File: config.mk
export PLATFORM = sky130hd
export DESIGN_NAME = clock_domain_bridge_rx
export DESIGN_NICKNAME = d
export VERILOG_FILES = /design/src/rtl/clock_domain_bridge_rx.sv
export SDC_FILE = /design/constraint.sdc
export NUM_CORES = 1
export LEC_CHECK = 0
export BUFFER_PORTS_ARGS = -buffer_cell sky130_fd_sc_hd__buf_2
export CORE_ASPECT_RATIO = 0.7
export CORE_MARGIN = 1.5
export CORE_UTILIZATION = 45
export CTS_CLUSTER_DIAMETER = 40
export DETAILED_ROUTE_END_ITERATION = 10
export HOLD_SLACK_MARGIN = 0.03
export PLACE_DENSITY = 0.75
export SKIP_LAST_GASP = 1
export SLEW_MARGIN = 20
export SYNTH_ARGS = -nofsm -noshare
export SYNTH_HDL_FRONTEND = slang
export SYNTH_SLANG_ARGS = --single-unit
File: constraint.sdc
create_clock -name clk_b -period 2.9 [get_ports clk_b]
set_input_delay 0.145 -clock clk_b [delete_from_list [all_inputs] [get_ports clk_b]]
set_output_delay 0.145 -clock clk_b [all_outputs]
set_load 0.01 [all_outputs]
File: src/rtl/clock_domain_bridge_rx.sv
// clock_domain_bridge_rx
// Receive (clk_b) side of a toggle req/ack clock-domain bridge. The request
// toggle passes through a flop synchronizer. The data word is captured directly
// because the transmitter holds it stable until the ack returns. Each word is
// presented once on a valid/ready stream. While the one-word slot is full, the
// ack is withheld.
// Optional build macro: CLOCK_DOMAIN_BRIDGE_RX_STATS_EN adds b_word_count and
// b_proto_err.
module clock_domain_bridge_rx #(
  parameter int DATA_WIDTH    = 16,
  parameter int SYNC_STAGES   = 2,
  parameter int SETTLE_CYCLES = 0
) (
  input  logic                  clk_b,
  input  logic                  rst,
  input  logic                  a_req_toggle,
  input  logic [DATA_WIDTH-1:0] a_data,
  output logic                  a_ack_toggle,
  output logic [DATA_WIDTH-1:0] b_data,
  output logic                  b_valid,
  input  logic                  b_ready
`ifdef CLOCK_DOMAIN_BRIDGE_RX_STATS_EN
  ,
  output logic [15:0]           b_word_count,
  output logic                  b_proto_err
`endif
);

  localparam int SETTLE_INIT = (SETTLE_CYCLES > 0) ? SETTLE_CYCLES - 1 : 0;

  typedef enum logic [1:0] {
    ST_IDLE   = 2'd0,
    ST_SETTLE = 2'd1,
    ST_LOAD   = 2'd2
  } state_t;

  state_t                 state, state_nxt;
  logic [SYNC_STAGES-1:0] sync_p;
  logic                   req_sync;
  logic                   req_last, req_last_nxt;
  logic                   req_edge;
  logic [3:0]             settle_cnt, settle_cnt_nxt;
  logic                   capture;

  assign req_sync = sync_p[SYNC_STAGES-1];
  assign req_edge = (req_sync != req_last);

  // Request synchronizer: shift the async toggle level through SYNC_STAGES flops
  always_ff @(posedge clk_b) begin
    if (rst) begin
      sync_p <= '0;
    end else begin
      sync_p <= {sync_p[SYNC_STAGES-2:0], a_req_toggle};
    end
  end

  // Control state: FSM state, last accepted request level, settle counter
  always_ff @(posedge clk_b) begin
    if (rst) begin
      state      <= ST_IDLE;
      req_last   <= 1'b0;
      settle_cnt <= 4'd0;
    end else begin
      state      <= state_nxt;
      req_last   <= req_last_nxt;
      settle_cnt <= settle_cnt_nxt;
    end
  end

  // Next-state logic: detect a new request, optionally settle, then load when the slot is free
  always_comb begin
    state_nxt      = state;
    req_last_nxt   = req_last;
    settle_cnt_nxt = settle_cnt;
    capture        = 1'b0;
    case (state)
      ST_IDLE: begin
        if (req_edge) begin
          req_last_nxt = req_sync;
          if (SETTLE_CYCLES > 0) begin
            state_nxt      = ST_SETTLE;
            settle_cnt_nxt = 4'(SETTLE_INIT);
          end else begin
            state_nxt = ST_LOAD;
          end
        end
      end
      ST_SETTLE: begin
        if (settle_cnt == 4'd0) begin
          state_nxt = ST_LOAD;
        end else begin
          settle_cnt_nxt = settle_cnt - 4'd1;
        end
      end
      ST_LOAD: begin
        // A word leaving on this edge frees the slot, so capture can overlap the accept
        if (!b_valid || b_ready) begin
          capture   = 1'b1;
          state_nxt = ST_IDLE;
        end
      end
      default: state_nxt = ST_IDLE;
    endcase
  end

  // Output slot: capture the held word and toggle the ack, or drain on consumer accept
  always_ff @(posedge clk_b) begin
    if (rst) begin
      b_valid      <= 1'b0;
      b_data       <= '0;
      a_ack_toggle <= 1'b0;
    end else if (capture) begin
      b_valid      <= 1'b1;
      b_data       <= a_data;
      a_ack_toggle <= ~a_ack_toggle;
    end else if (b_valid && b_ready) begin
      b_valid <= 1'b0;
    end
  end

`ifdef CLOCK_DOMAIN_BRIDGE_RX_STATS_EN
  // Statistics: wrapping capture count and sticky flag for request edges seen outside IDLE
  always_ff @(posedge clk_b) begin
    if (rst) begin
      b_word_count <= 16'd0;
      b_proto_err  <= 1'b0;
    end else begin
      if (capture) begin
        b_word_count <= b_word_count + 16'd1;
      end
      if (req_edge && (state != ST_IDLE)) begin
        b_proto_err <= 1'b1;
      end
    end
  end
`endif

endmodule

==> metrics.yaml <==
outcome: "completed"
core.rowCount: 13
maxCapViolCount: 0
gp_congestion: 0.682
crit_arrival_ns: 1.73
max_freq_ghz: 0.651
cts_num_sinks: 22
grt_max_degree: 40
worst_clock_skew_ns: 0.00108
clk_path_buf_depth: 2
synth.avg_cell_area_um2: 10.6
p_leak_nw: 0.512
globalRouteTotalUtil_pct: 13.4
initial_core_util_pct: 49.5
die_h_um: 41.6
root_buffer: "clkbuf_4"
core_area_mm2: 0.00194
finalSetupViolCount: 0
syn_to_final_growth_pct: 18.3
wirelength_um: 1560
path_max_fanout: 18
max_slew_margin_pct: 51.6
crit_required_ns: 3.10
final_nets: 146
hold_class: "in -> reg"
clkLatencyLatePin_ns: 0.30
min_from: "a_req_toggle"
start_kind: "flip-flop"
diodes: 0
sw_frac_of_total_pct: 24.1
dp_hpwl_um: 1130
dieArea_mm2: 0.00242
yosys_warnings: 0
clkPwrFrac_pct: 24.2
cts_buffers: 3
p_int_uw: 413
design_area_mm2: 0.00113
finalHoldViolations: 0
vias: 678
synth_nets: 110
drtIter0Drc: 22
r2r_start: "state[1]"
htree_levels: 1
grt_pass1_wl_um: 2500
finalMaxSlewViolations: 0
die_w_um: 58.1
tritoncts: "yes"
layout-drive-gt1-share_pct: 33.9
seq_power_share_pct: 60.4
peakVddDrop_uv: 270
finalCritPeriodShare_pct: 53.0
rsz0062_at_grt: "false"
firstDrtPassIters: 5
avgRoutedWirePerCell_um: 10.7
drc: 0
crit_type: "reg -> reg"
antenna_found_initial: 0
ios: 38
cp-end-kind: "flip-flop"
dpl_cell_area_mm2: 0.00111
p_switching_uw: 132
cts_hold_buf: 0
postCtsSetupBuffers: 0
cp-startpoint: "state[1]"
worst_slew_pin_slew_ns: 0.724
viasPerCell: 4.64
ant_nets: 0
synth_area_um2: 957
first_global_vias: 596
overflow: 0
clk_pin_slew_ns: 0.11
synthCells: 90
port_buffers: 37
post-route-min-period_ns: 1.54
cts_resized: 0
power_density_mw_per_mm2: 481
ys_types: 15
ys_ff_latch: 22
yosysSeqAreaShare_pct: 46.0
combPwrFrac_pct: 15.5
setup_tns_ns: 0
## power by group through the flow
stage,clock network [mW],registers [mW],logic [mW]
6_report,0.132,0.329,0.0843
5_1_grt,0.152,0.331,0.0936
4_1_cts,0.141,0.329,0.0861
3_5_place_dp,0,0.336,0.0859
3_3_place_gp,0,0.335,0.0837
2_1_floorplan,0,0.342,0.0573
## final cells by class
type | instances | area (um2)
clock buffers | 3 | 22.5
fillers | 177 | 803
inverters | 1 | 3.75
multi-input cells | 61 | 453
flip-flops and latches | 22 | 440
well taps | 22 | 27.5
repair buffers | 37 | 185
## registers in the layout, summed over array words and instances, names as in the netlist
register      count
state             1
req_last          1
b_valid           1
b_data           16
sync_p            2
a_ack_toggle      1
## worst max-delay path, stage by stage, from the launching register on
cell,delay (ns)
dfxtp_1,0.39
a21boi_4,0.64
mux2_2,0.41
## cells in the mapped netlist
| library cell | instances | area (um2) |
|---|---|---|
| mux2_2 | 1 | 11.3 |
| nor2b_1 | 3 | 18.8 |
| dfxtp_1 | 22 | 440 |
| inv_1 | 1 | 3.75 |
| a21boi_4 | 1 | 18.8 |
| mux2i_1 | 17 | 170 |
| nor3_1 | 1 | 5.00 |
| nand2b_1 | 32 | 200 |
| nor2_1 | 4 | 15.0 |
| clkbuf_1 | 2 | 7.51 |
| xor2_1 | 1 | 8.76 |
| a21oi_1 | 1 | 5.00 |
| clkbuf_2 | 1 | 5.00 |
| buf_4 | 1 | 7.51 |
| buf_12 | 2 | 40.0 |
## final timing paths
check                 endpoint  slack, ns  cells past startpoint
hold / removal       sync_p[0]       0.05                      2
hold reg to reg      sync_p[1]       0.46                      1
setup reg to reg  a_ack_toggle       1.36                      2
setup / recovery  a_ack_toggle       1.36                      2
## logic make-up after synthesis
kind of cell	Yosys count	share of synthesized area (%)
mux	18	19.0
simple gates	40	25.0
xor+xnor	1	0.915
buf+inv	7	6.67
compound gates	2	2.48
flops	22	46.0
## placed cells by master, fill, tap and decap left out
cell / synthesis / routed
a21boi_4: 1 / 1
clkbuf_4: 0 / 3
nor2b_1: 3 / 3
nand2b_1: 32 / 32
mux2_2: 1 / 1
a21oi_1: 1 / 1
buf_2: 0 / 37
nor3_1: 1 / 1
dfxtp_1: 22 / 22
nor2_1: 4 / 4
xor2_1: 1 / 1
inv_1: 1 / 1
mux2i_1: 17 / 17
## routing by layer
layer,up-vias,global-route usage (%),share of wire [%]
met3,2,5.61,7.1
met1,296,16.5,45
met4,0,2.79,0.90
li1,356,-,-
met2,24,22.0,46
met5,-,0,0
## metrics by stage
step | hold WS (ns) | utilization (%) | power [mW] | std cells | worst slack [ns]
floorplan | 0.273 | - | 0.399 | 90 | 1.76
global placement | 0.354 | 57.3 | 0.419 | 143 | 1.38
detailed placement | 0.366 | 57.3 | 0.422 | 143 | 1.36
CTS | 0.0428 | 58.5 | 0.556 | 146 | 1.34
global route | 0.0470 | 58.5 | 0.577 | 146 | 1.26
finish | 0.0508 | 58.5 | 0.545 | 146 | 1.36
(Power assumes the default switching activity.)
